[config.mk]
export PLATFORM = sky130hd
export DESIGN_NAME = stm_mod_mixer
export DESIGN_NICKNAME = d
export VERILOG_FILES = /design/src/rtl/stm_mod_mixer.sv
export SDC_FILE = /design/constraint.sdc
export NUM_CORES = 1
export LEC_CHECK = 0
export BUFFER_PORTS_ARGS = -buffer_cell sky130_fd_sc_hd__buf_2
export CAP_MARGIN = 25
export CORE_MARGIN = 2
export CORE_UTILIZATION = 60
export DETAILED_ROUTE_END_ITERATION = 12
export PLACE_DENSITY = 0.8
export REMOVE_ABC_BUFFERS = 1
export SLEW_MARGIN = 25
export SYNTH_ARGS = -nofsm -noshare
export SYNTH_HDL_FRONTEND = slang
export SYNTH_SLANG_ARGS = --single-unit
[constraint.sdc]
create_clock -name CLK -period 9.6 [get_ports CLK]
set_input_delay 2.4 -clock CLK [delete_from_list [all_inputs] [get_ports CLK]]
set_output_delay 2.4 -clock CLK [all_outputs]
set_load 0.005 [all_outputs]
[src/rtl/stm_mod_mixer.sv]
// ============================================================================
// stm_mod_mixer: scales stm intensity beats by a per-frame modulation sample.
// Revision: 1.0
// ============================================================================
`default_nettype none

module stm_mod_mixer #(
  parameter int DEPTH = 249
) (
  input  logic                     CLK,
  input  logic                     RST,
  input  logic                     DIN_VALID,
  input  logic [7:0]               INTENSITY_IN,
  input  logic [7:0]               PHASE_IN,
  input  logic [7:0]               MOD_VALUE,
  input  logic                     MOD_EN,
  output logic [7:0]               INTENSITY_OUT,
  output logic [7:0]               PHASE_OUT,
  output logic                     DOUT_VALID,
  output logic [$clog2(DEPTH)-1:0] DOUT_IDX,
  output logic                     FRAME_DONE,
  output logic                     FRAME_ERR
);

  localparam int                 c_IW   = $clog2(DEPTH);
  localparam logic [c_IW-1:0]    c_LAST = c_IW'(DEPTH - 1);

  logic [c_IW-1:0] r_idx;
  logic [7:0]      r_m_lat;
  logic            r_en_lat;
  logic            r_err;

  logic            w_start;
  logic            w_last;
  logic [7:0]      w_m_eff;
  logic            w_en_eff;

  assign w_start  = DIN_VALID && (r_idx == '0);
  assign w_last   = (r_idx == c_LAST);
  // The first beat of a frame must see the live sample, not last frame's latch.
  assign w_m_eff  = w_start ? MOD_VALUE : r_m_lat;
  assign w_en_eff = w_start ? MOD_EN    : r_en_lat;

  always_ff @(posedge CLK) begin
    if (RST) begin
      r_idx    <= '0;
      r_m_lat  <= '0;
      r_en_lat <= 1'b0;
      r_err    <= 1'b0;
    end else if (DIN_VALID) begin
      if (w_start) begin
        r_m_lat  <= MOD_VALUE;
        r_en_lat <= MOD_EN;
      end
      r_idx <= w_last ? '0 : r_idx + 1'b1;
    end else if (r_idx != '0) begin
      r_idx <= '0;
      r_err <= 1'b1;
    end
  end

  logic            r_s1_v, r_s1_en, r_s1_last;
  logic [7:0]      r_s1_i, r_s1_ph, r_s1_m;
  logic [c_IW-1:0] r_s1_idx;

  logic            r_s2_v, r_s2_en, r_s2_last;
  logic [7:0]      r_s2_i, r_s2_ph;
  logic [15:0]     r_s2_p;
  logic [c_IW-1:0] r_s2_idx;

  always_ff @(posedge CLK) begin
    if (RST) begin
      r_s1_v    <= 1'b0;
      r_s1_en   <= 1'b0;
      r_s1_last <= 1'b0;
      r_s1_i    <= '0;
      r_s1_ph   <= '0;
      r_s1_m    <= '0;
      r_s1_idx  <= '0;
      r_s2_v    <= 1'b0;
      r_s2_en   <= 1'b0;
      r_s2_last <= 1'b0;
      r_s2_i    <= '0;
      r_s2_ph   <= '0;
      r_s2_p    <= '0;
      r_s2_idx  <= '0;
    end else begin
      r_s1_v    <= DIN_VALID;
      r_s1_en   <= w_en_eff;
      r_s1_last <= w_last;
      r_s1_i    <= INTENSITY_IN;
      r_s1_ph   <= PHASE_IN;
      r_s1_m    <= w_m_eff;
      r_s1_idx  <= r_idx;
      r_s2_v    <= r_s1_v;
      r_s2_en   <= r_s1_en;
      r_s2_last <= r_s1_last;
      r_s2_i    <= r_s1_i;
      r_s2_ph   <= r_s1_ph;
      r_s2_p    <= 16'(r_s1_i) * 16'(r_s1_m);
      r_s2_idx  <= r_s1_idx;
    end
  end

  // round(p/255) via (q + q/256)/256 with q = p + 128; max sum stays below 2^16.
  logic [15:0] w_q;
  logic [7:0]  w_r;
  logic [7:0]  w_scaled;

  assign w_q      = r_s2_p + 16'd128;
  assign w_r      = 8'((w_q + {8'd0, w_q[15:8]}) >> 8);
  assign w_scaled = r_s2_en ? w_r : r_s2_i;

  always_ff @(posedge CLK) begin
    if (RST) begin
      INTENSITY_OUT <= '0;
      PHASE_OUT     <= '0;
      DOUT_VALID    <= 1'b0;
      DOUT_IDX      <= '0;
      FRAME_DONE    <= 1'b0;
    end else begin
      DOUT_VALID <= r_s2_v;
      FRAME_DONE <= r_s2_v && r_s2_last;
      if (r_s2_v) begin
        INTENSITY_OUT <= w_scaled;
        PHASE_OUT     <= r_s2_ph;
        DOUT_IDX      <= r_s2_idx;
      end
    end
  end

  assign FRAME_ERR = r_err;

endmodule

`default_nettype wire

==> results of run 1 <==
-- state kept, by name (all words and copies together) (netlist names), 8 cells and up --
name	cells
DOUT_IDX	8
INTENSITY_OUT	8
PHASE_OUT	8
r_idx	8
r_m_lat	8
r_s1_i	8
r_s1_idx	8
r_s1_m	8
r_s1_ph	8
r_s2_i	8
r_s2_idx	8
r_s2_p	16
r_s2_ph	8
-- area by class of cell --
cell class                 instances  area [µm²]  area share
timing repair buffer              56         288      0.0398
clock inverter                    13         166      0.0230
clock buffer                      19         432      0.0598
sequential                       122        2440       0.338
multi-input combinational        434        3500       0.484
tap                              136         170      0.0236
inverter                          60         225      0.0312
-- layout by cell type (no fill, tap or decap), types with 4 or more instances in the layout --
| cell type | instances |
|---|---|
| buf_2 | 53 |
| nor2b_1 | 58 |
| xor2_1 | 13 |
| xnor2_1 | 8 |
| ha_1 | 46 |
| fa_1 | 36 |
| dfxtp_1 | 122 |
| and2_1 | 46 |
| clkinv_4 | 5 |
| nand2b_1 | 4 |
| nor3_1 | 6 |
| inv_1 | 60 |
| a21oi_1 | 14 |
| nand4_1 | 4 |
| nand3_1 | 14 |
| o21a_1 | 4 |
| nor2_1 | 65 |
| nand2_1 | 32 |
| mux2i_1 | 27 |
| a211oi_1 | 9 |
| clkbuf_16 | 16 |
| o21ai_0 | 10 |
-- report_power, final --
part	internal, mW	switching (mW)
Combinational	0.0487	0.0599
Clock	0.404	0.224
Sequential	0.527	0.0190
-- critical path, stage by stage, from the launching register on --
cell and delay (ns):
dfxtp_1 0.48, nand2_1 0.13, fa_1 0.59, fa_1 0.44, fa_1 0.52, fa_1 0.55, inv_1 0.04, ha_1 0.35
o21a_1 0.19, o21a_1 0.18, nand3_1 0.08, a21oi_1 0.05, o311ai_1 0.36, a21o_1 0.19, a21oi_1 0.06
-- stage by stage --
stage	cells	cell area (µm²)
after global routing	840	7220
after detailed placement	808	6630
after global placement	808	6630
after CTS	840	7220
final	840	7220
after floorplan	616	6170
-- path summary, 6_finish.rpt --
check | cells after the start | endpoint | slack, ns | from
min reg2reg | 1 | FRAME_DONE | 0.43 | r_s2_last
max reg2reg | 14 | r_s2_p[15] | 5.23 | r_s1_i[4]
max | 14 | r_s2_p[15] | 5.23 | r_s1_i[4]
min | 1 | FRAME_DONE | 0.43 | r_s2_last
-- per-layer routing --
layer,track usage,vias to the layer above,part of all wire
met1,0.280,2032,0.45
met5,0,-,0
met2,0.388,76,0.51
met4,0.0639,0,0.0052
li1,-,2152,-
met3,0.0521,6,0.034
-- kinds of logic (layout without fill, tap and decap cells) --
kind of cell,after synthesis,count (layout),share of synthesized area
simple gates,245,245,0.207
flops,122,122,0.392
fa+ha+maj,82,82,0.208
buf+inv,78,148,0.0472
compound gates,54,54,0.0566
mux,27,27,0.0433
xor+xnor,26,26,0.0461
==> results.md, run 1 <==
* Crit-path max FO at 9
* Req. time, crit path at 9.94 ns
* Slew Viols, Final at 0
* Number of cells upsized or downsized after cts at 0
* Antenna violations before repair at 0
* Worst-skew pair later-pin latency at 0.50 ns
* Top-count cell post-synth: dfxtp_1
* Setup Buffers After CTS at 0
* Clk sinks at 122
* Die W at 106 µm
* Slew HR at 0.380
* Die area at 11200 µm²
* Mapped Cells at 634
* Layout cells sized above 1 at 0.148
* Maximum vdd drop at 0.146 mV
* Area contributors post-synth: dfxtp_1 39%, fa_1 12%, ha_1 9.2%
* CTS tree: done
* Final worst slack at 5.23 ns
* Buffers from clock root to sink, at most at 2
* F_max at 229 MHz
* Vias in the first global route at 4357
* Hold Crit Class: flop to flop
* Leak at 3.39 nW
* Top_reg_cell synth: dfxtp_1
* Via count at 4266
* Worst-path clk slew at 0.06 ns
* N_diodes at 0
* RSZ-0062 raised after global routing: false
* Yosys top cell area share at 0.392
* Place WS at 5.25 ns
* Synth Warn # at 0
* FF+latch count, synth at 122
* HPWL Detailed at 8340 µm
* Count of different cell masters after synthesis at 47
* Per-cell routed wire length at 13.9 µm
* Final Skew at 0.0103 ns
* First-pass GRT wire length at 19900 µm
* Fillers at 760
* I/O Pins at 55
* Setup TNS at 0 ns
* Setup violations, final at 0
* # DRC at 0
* CTS buffer count at 17
* Post-synth top area cell: dfxtp_1
* Slew @ Worst Pin at 0.930 ns
* Status: completed
* PwrDens at 178 nW/µm²
* Hold WS at 0.430 ns
* Post-DR vias/cell at 5.08
* Final period utilization at 0.456
* GRT Total Usage at 0.224
* Avg Cell Area, Syn at 9.84 µm²
* Critical path startpoint category: flop
* Core Footprint at 10200 µm²
* # nets final at 801
* Post-route ant nets at 0
* FFs w/ async S/R, synth at 0
* Die Ht at 106 µm
* Root Driver: clkbuf_8
* Pin count of the biggest net entering global routing at 96
* Overall Power at 1.28 mW
* Critical path type: flop to flop
* Most frequent cells after synthesis: 122 x dfxtp_1, 65 x nor2_1, 60 x inv_1
* DR pass1 iterations at 4
* Hold Buf Count CTS at 0
* Iteration-0 DRC Markers at 156
* # Max-Cap Violations at 0
* Routed wire length at 11700 µm
* Crit end category: flop
* FP Rows at 37
* CP arrival at 4.71 ns
* Post-layout util at 0.709
* Mapped Area at 6240 µm²
* Final Critical Period at 4.37 ns
* Post-synthesis sequential area ratio at 0.392
* Routability Congestion at 0.960
* Hold Violations, Final at 0
* Area grow syn2layout at 15.8%
* Port bufs at 54
* EDFF count, synth at 0
* H-tree depth at 4
* Initial core utilization at 0.612
* Grt total ovfl at 0
(Power assumes the default switching activity.)
==> run 2: changes to the inputs <==
--- a/config.mk
+++ b/config.mk
@@ -5,6 +5,7 @@
 export SDC_FILE = /design/constraint.sdc
 export NUM_CORES = 1
 export LEC_CHECK = 0
+export ABC_AREA = 1
 export BUFFER_PORTS_ARGS = -buffer_cell sky130_fd_sc_hd__buf_2
 export CAP_MARGIN = 25
 export CORE_MARGIN = 2
==> constraint.sdc (replaced) <==
create_clock -name CLK -period 4.4 [get_ports CLK]
set_input_delay 1.1 -clock CLK [delete_from_list [all_inputs] [get_ports CLK]]
set_output_delay 1.1 -clock CLK [all_outputs]
set_load 0.005 [all_outputs]
==> results.md, run 2 <==
* Buffers from clock root to sink, at most at 2 (unchanged)
* H-tree depth at 4 (unchanged)
* Port bufs at 54 (unchanged)
* Slew HR at 0.366 (-0.0142)
* Setup TNS at 0 ns (unchanged)
* # Max-Cap Violations at 0 (unchanged)
* Most frequent cells after synthesis: 180 x inv_1, 162 x nor2_1, 140 x nand2_1
* Hold WS at 0.397 ns (-0.0328 ns)
* Sequential Area at 2450 µm² (+0.21%)
* FF+latch count, synth at 122 (unchanged)
* Post-route ant nets at 0 (unchanged)
* Clock power frac at 0.448 (-0.042)
* CP arrival at 4.51 ns (-0.20 ns)
* Mapped Cells at 870 (+37%)
* Final worst slack at 0.294 ns (-4.93 ns)
* Worst-path clk slew at 0.06 ns (about the same)
* Per-cell routed wire length at 12.3 µm (-11%)
* Iteration-0 DRC Markers at 300 (+92%)
* Crit-path max FO at 9 (unchanged)
* Final Critical Period at 4.11 ns (-0.267 ns)
* Largest register FFs at 16 (unchanged)
* PwrDens at 380 nW/µm² (+110%)
* DR pass1 iterations at 5 (+1)
* FFs w/ async S/R, synth at 0 (unchanged)
* Most common cell after layout, fill and taps aside: inv_1
* Setup Buffers After CTS at 0 (unchanged)
* Post-synth top area cell: dfxtp_1
* Area contributors post-synth: dfxtp_1 37%, fa_1 11%, inv_1 10%
* Yosys top cell area share at 0.375 (-0.0171)
* Net Sw Power at 783 µW (+160%)
* Routability Congestion at 0.918 (-4.3%)
* Critical path startpoint category: flop
* Core Footprint at 10700 µm² (+5.0%)
* Share of power burned in registers at 0.429 (+0.003)
* Top-count cell post-synth: inv_1
* Post-synthesis sequential area ratio at 0.375 (-0.0171)
* Mapped Area at 6520 µm² (+4.6%)
* Place WS at 0.233 ns (-5.02 ns)
* Leak at 3.98 nW (+17%)
* Hold Violations, Final at 0 (unchanged)
* Crit end category: flop
* Root Driver: clkbuf_8
* Post-DR vias/cell at 4.89 (-3.7%)
* EDFF count, synth at 0 (unchanged)
* Initial core utilization at 0.609 (-0.00281)
* Gate power share at 0.123 (+0.038)
* Vias in the first global route at 4987 (+14%)
* Switching Share at 0.277 (+0.0405)
* I/O Pins at 55 (unchanged)
* Internal at 2.05 mW (+110%)
* Synth Warn # at 0 (unchanged)
* # DRC at 0 (unchanged)
* Area grow syn2layout at 14.0%
* Req. time, crit path at 4.80 ns (-5.14 ns)
* Critical path type: flop to flop
* Hold Buf Count CTS at 0 (unchanged)
* First-pass GRT wire length at 22000 µm (+11%)
* Hold Crit Class: flop to flop
* GRT Total Usage at 0.240 (+0.0162)
* FP Rows at 38 (+2.7%)
* Clk sinks at 122 (unchanged)
* # nets final at 1024 (+28%)
* RSZ-0062 raised after global routing: false
* N_diodes at 0 (unchanged)
* Fillers at 865 (+14%)
* Setup violations, final at 0 (unchanged)
* Worst-skew pair later-pin latency at 0.52 ns (+0.02 ns)
* Dpl cell area at 6870 µm² (+3.7%)
* Via count at 5211 (+22%)
* Count of different cell masters after synthesis at 35 (-26%)
* Die W at 108 µm (+2.2%)
* Final Skew at 0.00930 ns (-0.00102 ns)
* Slew Viols, Final at 0 (unchanged)
* Final instance area at 7430 µm² (+2.9%)
* Routed wire length at 13100 µm (+13%)
* Die Ht at 108 µm (+2.2%)
* Most frequent cells in the layout: 180 x inv_1, 162 x nor2_1, 140 x nand2_1
* Biggest register: r_s2_p
* Pin count of the biggest net entering global routing at 37 (-61%)
* Status: completed
* HPWL Detailed at 9020 µm (+8.2%)
* Maximum vdd drop at 0.272 mV (+86%)
* Slew @ Worst Pin at 0.951 ns (+0.0203 ns)
* CTS buffer count at 17 (unchanged)
* Antenna violations before repair at 0 (unchanged)
* Layout cells sized above 1 at 0.124 (-0.0235)
* Die area at 11700 µm² (+4.4%)
* Final period utilization at 0.933 (+0.478)
* Area of the multi-input gates at 3250 µm² (-7.0%)
* Grt total ovfl at 0 (unchanged)
* Avg Cell Area, Syn at 7.49 µm² (-24%)
* F_max at 244 MHz (+6.5%)
* CTS tree: done
* Top_reg_cell synth: dfxtp_1
[run 2: cell count changes after synthesis, sizes merged, moves of 8 or more]
cell and delta:
nand2 +110, mux2i -27, inv +125, a211oi -10
nand3 +8, xnor2 -11, nor2 +100, and2 -45
a21oi +16, xor2 -10, clkbuf +16, nor2b -58
o21ai +38
[run 2: timing repair]
item / 4_1_cts / 5_1_grt
hold endpoints to repair: 0 / 0
resized for setup: 0 / 6
setup endpoints to repair: 0 / 2
[run 2: final cells by class]
| type | instances | area share |
|---|---|---|
| timing repair buffer | 59 | 0.0424 |
| sequential | 122 | 0.329 |
| multi-input combinational | 527 | 0.438 |
| inverter | 187 | 0.0946 |
| clock buffer | 17 | 0.0557 |
| clock inverter | 14 | 0.0167 |
| tap | 140 | 0.0236 |
[run 2: logic make-up (layout without fill, tap and decap cells)]
family          Yosys count  in the layout  synth area share
compound gates           92             92            0.0762
fa+ha+maj                82             82             0.199
simple gates            348            348             0.216
xor+xnor                  5              5           0.00672
flops                   122            122             0.375
buf+inv                 221            277             0.127
[run 2: through the flow]
stage / instances / utilization / total power [mW]
after global placement: 1034 / 0.642 / 1.57
final: 1066 / 0.695 / 2.83
after CTS: 1065 / 0.692 / 2.84
after floorplan: 836 / - / 1.47
after detailed placement: 1034 / 0.642 / 1.58
after global routing: 1066 / 0.695 / 2.97
[run 2: final timing paths]
| check | from | end | slack, ns | cells after the start |
|---|---|---|---|---|
| hold reg to reg | r_s1_ph[5] | r_s2_ph[5] | 0.40 | 2 |
| setup / recovery | r_s1_i[5] | r_s2_p[13] | 0.29 | 14 |
| setup reg to reg | r_s1_i[5] | r_s2_p[13] | 0.29 | 14 |
| hold / removal | r_s1_ph[5] | r_s2_ph[5] | 0.40 | 2 |
[run 2: power groups by stage]
stage                     combinational [mW]  sequential, mW  clock, mW
after floorplan                        0.247            1.22          0
after global placement                 0.339            1.23          0
after detailed placement               0.343            1.23          0
after CTS                              0.350            1.21       1.28
after global routing                   0.409            1.22       1.34
final                                  0.348            1.21       1.27
[run 2: per-layer routing]
metal,global-route usage,vias up,part of all wire
met3,0.0524,27,0.042
li1,-,2698,-
met2,0.410,123,0.49
met5,0,-,0
met1,0.297,2363,0.44
met4,0.0916,0,0.023
[run 2: worst max-delay path, cell delays in order, from the launching register on]
cell	delay [ns]
dfxtp_1	0.54
nand2_1	0.13
fa_1	0.55
fa_1	0.45
fa_1	0.51
fa_1	0.54
inv_1	0.04
ha_1	0.34
a21oi_1	0.17
a21boi_1	0.32
o21ai_2	0.10
inv_1	0.06
nor2_1	0.04
nor3_1	0.14
nor2_1	0.06
